File: src/rtl/tas_pkg.sv
// rtl/tas_pkg.sv - shared types and constants for the temperature serial link
// Purpose: state encoding and link constants used by both the transmitter
//          and the averaging receiver.
// Contents:
//   tas_tx_state_t : transmitter FSM states
//   TAS_HEADER     : header byte leading every packet
//   TAS_BYTE_W     : width of one serial byte
package tas_pkg;

  typedef enum logic [2:0] {
    IDLE,
    HDR,
    LOAD,
    DATA,
    GAP
  } tas_tx_state_t;

  localparam logic [7:0] TAS_HEADER = 8'hA5;
  localparam int         TAS_BYTE_W = 8;

endpackage

File: src/rtl/tas_shift_out.sv
// rtl/tas_shift_out.sv - MSB-first parallel-load shift register with bit counter
// Purpose: holds the byte on the wire; bit_o is the registered MSB, so the
//          serial line has no combinational path from any input.
// Ports:
//   clk_i, rst_i : clock, asynchronous active-high reset
//   load_i       : capture data_i (takes priority over shift_i)
//   data_i       : byte to send
//   shift_i      : advance one bit (asserted on every enabled cycle)
//   bit_o        : current serial bit
//   done_o       : current cycle carries the last enabled bit of the byte
// Option: TAS_TX_PARITY_EN appends an even-parity bit after bit 0.
module tas_shift_out
  import tas_pkg::*;
(
  input  logic                  clk_i,
  input  logic                  rst_i,
  input  logic                  load_i,
  input  logic [TAS_BYTE_W-1:0] data_i,
  input  logic                  shift_i,
  output logic                  bit_o,
  output logic                  done_o
);

  logic [TAS_BYTE_W-1:0] sr_q, sr_d;
  logic [2:0]            cnt_q, cnt_d;

`ifdef TAS_TX_PARITY_EN
  logic par_q, par_d;
  logic par_phase_q, par_phase_d;

  always_comb begin
    sr_d        = sr_q;
    cnt_d       = cnt_q;
    par_d       = par_q;
    par_phase_d = par_phase_q;
    if (load_i) begin
      sr_d        = data_i;
      cnt_d       = 3'd0;
      par_d       = ^data_i;
      par_phase_d = 1'b0;
    end else if (shift_i) begin
      if (par_phase_q) begin
        // parity cycle ends the byte; zeros already fill the register
        sr_d        = {sr_q[TAS_BYTE_W-2:0], 1'b0};
        par_phase_d = 1'b0;
      end else if (cnt_q == 3'd7) begin
        // after bit 0 the parity bit takes the MSB slot for one cycle
        sr_d        = {par_q, {(TAS_BYTE_W-1){1'b0}}};
        cnt_d       = 3'd0;
        par_phase_d = 1'b1;
      end else begin
        sr_d  = {sr_q[TAS_BYTE_W-2:0], 1'b0};
        cnt_d = cnt_q + 3'd1;
      end
    end
  end

  always_ff @(posedge clk_i or posedge rst_i) begin
    if (rst_i) begin
      par_q       <= 1'b0;
      par_phase_q <= 1'b0;
    end else begin
      par_q       <= par_d;
      par_phase_q <= par_phase_d;
    end
  end

  assign done_o = par_phase_q;
`else
  always_comb begin
    sr_d  = sr_q;
    cnt_d = cnt_q;
    if (load_i) begin
      sr_d  = data_i;
      cnt_d = 3'd0;
    end else if (shift_i) begin
      // zeros shift in so the line idles low once the byte is out
      sr_d  = {sr_q[TAS_BYTE_W-2:0], 1'b0};
      cnt_d = cnt_q + 3'd1;
    end
  end

  assign done_o = (cnt_q == 3'd7);
`endif

  always_ff @(posedge clk_i or posedge rst_i) begin
    if (rst_i) begin
      sr_q  <= '0;
      cnt_q <= 3'd0;
    end else begin
      sr_q  <= sr_d;
      cnt_q <= cnt_d;
    end
  end

  assign bit_o = sr_q[TAS_BYTE_W-1];

endmodule

File: src/rtl/tas_tx.sv
// rtl/tas_tx.sv - temperature serial link packet transmitter
// Purpose: accepts bytes over valid/ready, frames PKT_BYTES bytes behind a
//          header and shifts them out MSB-first with GAP idle cycles between.
// Ports:
//   clk_50, reset          : clock, asynchronous active-high reset
//   in_data, in_valid      : producer byte and qualifier
//   in_ready               : registered, high only in LOAD
//   serial_data, data_ena  : registered serial bit and its enable
//   busy                   : packet in progress
//   pkt_done               : one-cycle pulse after the last gap of a packet
// Option: TAS_TX_PARITY_EN (handled inside tas_shift_out).
module tas_tx #(
  parameter int         PKT_BYTES = 4,
  parameter int         GAP       = 2,
  parameter logic [7:0] HEADER    = tas_pkg::TAS_HEADER
) (
  input  logic       clk_50,
  input  logic       reset,
  input  logic [7:0] in_data,
  input  logic       in_valid,
  output logic       in_ready,
  output logic       serial_data,
  output logic       data_ena,
  output logic       busy,
  output logic       pkt_done
);

  import tas_pkg::*;

  tas_tx_state_t state_q, state_d;
  logic [3:0]    byte_cnt_q, byte_cnt_d;
  logic [3:0]    gap_cnt_q, gap_cnt_d;
  logic          in_ready_q, in_ready_d;
  logic          data_ena_q, data_ena_d;
  logic          busy_q, busy_d;
  logic          pkt_done_q, pkt_done_d;
  logic          sh_load;
  logic [7:0]    sh_data;
  logic          sh_done;

  tas_shift_out u_shift (
    .clk_i  (clk_50),
    .rst_i  (reset),
    .load_i (sh_load),
    .data_i (sh_data),
    .shift_i(data_ena_q),
    .bit_o  (serial_data),
    .done_o (sh_done)
  );

  always_comb begin
    state_d    = state_q;
    byte_cnt_d = byte_cnt_q;
    gap_cnt_d  = gap_cnt_q;
    busy_d     = busy_q;
    pkt_done_d = 1'b0;
    sh_load    = 1'b0;
    sh_data    = in_data;
    case (state_q)
      IDLE: begin
        // the pkt_done cycle is not a start opportunity, which puts the
        // next header two cycles after pkt_done
        if (in_valid && !pkt_done_q) begin
          state_d    = HDR;
          sh_load    = 1'b1;
          sh_data    = HEADER;
          busy_d     = 1'b1;
          byte_cnt_d = 4'd0;
        end
      end
      HDR: begin
        if (sh_done) begin
          state_d    = tas_pkg::GAP;
          gap_cnt_d  = 4'd0;
          byte_cnt_d = 4'd0;
        end
      end
      tas_pkg::GAP: begin
        if (gap_cnt_q == 4'(GAP - 1)) begin
          if (byte_cnt_q < 4'(PKT_BYTES)) begin
            state_d = LOAD;
          end else begin
            state_d    = IDLE;
            pkt_done_d = 1'b1;
            busy_d     = 1'b0;
          end
        end else begin
          gap_cnt_d = gap_cnt_q + 4'd1;
        end
      end
      LOAD: begin
        if (in_valid) begin
          state_d    = DATA;
          sh_load    = 1'b1;
          byte_cnt_d = (byte_cnt_q == 4'(PKT_BYTES)) ? byte_cnt_q : byte_cnt_q + 4'd1;
        end
      end
      DATA: begin
        if (sh_done) begin
          state_d   = tas_pkg::GAP;
          gap_cnt_d = 4'd0;
        end
      end
      default: state_d = IDLE;
    endcase
    // outputs are registered from the next state so they line up with it
    data_ena_d = (state_d == HDR) || (state_d == DATA);
    in_ready_d = (state_d == LOAD);
  end

  always_ff @(posedge clk_50 or posedge reset) begin
    if (reset) begin
      state_q    <= IDLE;
      byte_cnt_q <= 4'd0;
      gap_cnt_q  <= 4'd0;
      in_ready_q <= 1'b0;
      data_ena_q <= 1'b0;
      busy_q     <= 1'b0;
      pkt_done_q <= 1'b0;
    end else begin
      state_q    <= state_d;
      byte_cnt_q <= byte_cnt_d;
      gap_cnt_q  <= gap_cnt_d;
      in_ready_q <= in_ready_d;
      data_ena_q <= data_ena_d;
      busy_q     <= busy_d;
      pkt_done_q <= pkt_done_d;
    end
  end

  assign in_ready = in_ready_q;
  assign data_ena = data_ena_q;
  assign busy     = busy_q;
  assign pkt_done = pkt_done_q;

endmodule

File: config.mk
export PLATFORM = sky130hd
export DESIGN_NAME = tas_tx
export DESIGN_NICKNAME = d
export VERILOG_FILES = /design/src/rtl/tas_pkg.sv /design/src/rtl/tas_shift_out.sv /design/src/rtl/tas_tx.sv
export SDC_FILE = /design/constraint.sdc
export NUM_CORES = 1
export LEC_CHECK = 0
export BUFFER_PORTS_ARGS = -buffer_cell sky130_fd_sc_hd__buf_2
export CORE_MARGIN = 2
export CORE_UTILIZATION = 55
export DETAILED_ROUTE_END_ITERATION = 16
export PLACE_DENSITY = 0.76
export SLEW_MARGIN = 20
export SYNTH_ARGS = -nofsm -noshare
export SYNTH_HDL_FRONTEND = slang
export SYNTH_SLANG_ARGS = --single-unit
File: constraint.sdc
create_clock -name clk_50 -period 2.1 [get_ports clk_50]
set_clock_uncertainty 0.1 [all_clocks]
set_input_delay 0.42 -clock clk_50 [delete_from_list [all_inputs] [get_ports clk_50]]
set_output_delay 0.42 -clock clk_50 [all_outputs]
set_load 0.05 [all_outputs]
==> results_dict.tcl <==
set metrics [dict create \
    period_needed_ns 1.80 \
    slew_violations 0 \
    syn_nets 153 \
    fillers 204 \
    fin_util 0.636 \
    io_pins 16 \
    numCtsBuffers 3 \
    hpwlAfterDp_mm 2.10 \
    slew_headroom 0.700 \
    yosys_warnings 0 \
    areaGrowthSynthToFinish_pct 9.19 \
    die_area_mm2 0.00305 \
    wirelength_mm 2.77 \
    max-cap-violations 0 \
    p_leak_nw 0.716 \
    internal_power_mw 1.18 \
    fmax_ghz 0.557 \
    nets 169 \
    cp.arrival_ns 1.28 \
    power.switching_mw 0.733 \
    final_cell_area_mm2 0.00158 \
    path_buf_inv 1 \
    drc 0 \
    synth.distinct_cells 41 \
    worstSetupPathType "flop to output pin" \
    power.total_mw 1.91 \
    final.period_utilization 0.855 \
    outcome "finished clean" \
    track_usage 0.198 \
    rows 18 \
    vdd_drop_max_mv 0.933 \
    grt_first_pass_wirelength_mm 4.80 \
    clock_path_buffers 2 \
    synth-edff-count 0 \
    io_buffers 15 \
    ys_seq_area_frac 0.451 \
    cts-root-buf "clkbuf_4" \
    synth-main-ff-cell "dfrtp_1" \
    core_area_mm2 0.00248 \
    setup_violations 0 \
    cts_tree "yes" \
    worstPathRequired_ns 1.58 \
    ant_nets 0 \
    endpoint_kind "output pin" \
    start_util 0.583 \
    syn_inst 136 \
    grt_pass1_vias 1075 \
    postCtsSetupBuffers 0 \
    final_layout_size_suffix_gt1_frac 0.199 \
    antenna_found_initial 0 \
    swShare 0.384 \
    start_kind "flop" \
    cp_max_fo 10 \
    hold_buffers 0 \
    p_seq_frac 0.442 \
    firstDrtPassIters 5 \
    gp_congestion 0.809 \
    hold_path_class "primary input to async pin" \
    htreeDepth 1 \
    combPwrFrac 0.374 \
    setup_tns_ns 0 \
    syn_avg_cell_area_um2 10.6 \
    dpl_cell_area_mm2 0.00152 \
    ys_ff_latch 26 \
    die_height_um 55.2 \
    ff2ff_setup_slack_ns 0.31 \
    rsz0062_at_grt "false" \
    slowest_stage "dfrtp_1" \
    antennaDiodeCount 0 \
    cts.sink_count 26 \
    holdWs_ns 0.00900 \
    grt_start_max_net_pins 27 \
    max_slew.worst_pin.slew_ns 0.447 \
    critPathMaxStageDelay_ns 0.61 \
    syn_area_mm2 0.00144 \
    first_iter_violations 24 \
    clkTransAtPathRegs_ns 0.15 \
    die_x_um 55.2 \
    clkPwrFrac 0.184 \
    vias 1087 \
    wl_per_cell_um 15.3 \
    insertion_delay_ns 0.33 \
    grt.overflow.total 0 \
    crit_family "flip-flops" \
    power_density_mw_per_mm2 1210 \
    async_reset_ff_frac 1.00 \
    hold_viol_final 0 \
    viasPerCell 6.01 \
    cts_resized 0 \
    crit_chain "buf_2" \
]
## cell type report
type,instances,area [um^2],area share
inverter,11,41.3,0.0262
tap,30,37.5,0.0238
sequential,26,651,0.413
clock inverter,1,30.0,0.0190
multi-input combinational,93,704,0.447
clock buffer,3,22.5,0.0143
timing repair buffer,17,90.1,0.0571
## path summary, 6_finish.rpt
check                                    to       startpoint  cells past startpoint
min in group clk_50         u_shift.sr_q[1]       in_data[1]                      3
min                        u_shift.cnt_q[2]            reset                      3
max reg2reg                 u_shift.sr_q[6]       state_q[0]                      3
min reg2reg                 u_shift.sr_q[7]  u_shift.sr_q[7]                      1
max                                data_ena         data_ena                      1
max in group asynchronous   u_shift.sr_q[6]            reset                      3
## registers in the layout (all words and copies together) (netlist names), 3 cells and up
| signal | cells |
|---|---|
| u_shift.sr_q | 8 |
| gap_cnt_q | 4 |
| state_q | 3 |
| u_shift.cnt_q | 3 |
| byte_cnt_q | 4 |
## power groups by stage
stage                     combinational, mW  sequential [mW]  clock (mW)
after global placement                0.682            0.840           0
after floorplan                       0.602            0.833           0
after detailed placement              0.719            0.854           0
final                                 0.715            0.844       0.351
after CTS                             0.723            0.844       0.353
after global routing                  0.799            0.873       0.373
## layout by cell type (no fill, tap or decap), drive strengths merged, types with 5 or more instances in the layout
master  instances
inv            11
nand3           5
buf            17
o211ai          7
nor2            9
nand4           5
dfrtp          26
ha              6
nand2           9
## routing by layer
layer,vias up,share of wire,global-route usage
li1,529,-,-
met5,-,0,0
met2,24,0.51,0.321
met3,2,0.033,0.0281
met1,532,0.45,0.275
met4,0,0.0054,0.0592
## Yosys cell counts, types with 4 or more instances
| cell | count | area share |
|---|---|---|
| o211ai_1 | 6 | 0.031 |
| a22oi_1 | 4 | 0.021 |
| nand3_1 | 5 | 0.017 |
| ha_1 | 6 | 0.052 |
| nand4_1 | 5 | 0.022 |
| nor2_1 | 8 | 0.021 |
| dfrtp_1 | 26 | 0.45 |
| a2bb2oi_1 | 4 | 0.024 |
| o22ai_1 | 4 | 0.017 |
| inv_1 | 11 | 0.029 |
| mux2i_1 | 4 | 0.028 |
| nand2b_1 | 4 | 0.017 |
| nand2_1 | 9 | 0.023 |
## logic make-up after synthesis
family / synth area share
buf+inv: 0.0615
simple gates: 0.215
fa+ha+maj: 0.0520
compound gates: 0.179
xor+xnor: 0.00607
mux: 0.0355
flops: 0.451
## stage by stage
step           std cells  setup WS (ns)
2_1_floorplan        136          0.439
4_1_cts              181          0.287
5_1_grt              181          0.231
6_report             181          0.305
3_5_place_dp         177          0.314
3_3_place_gp         177          0.427
(Power assumes the default switching activity.)
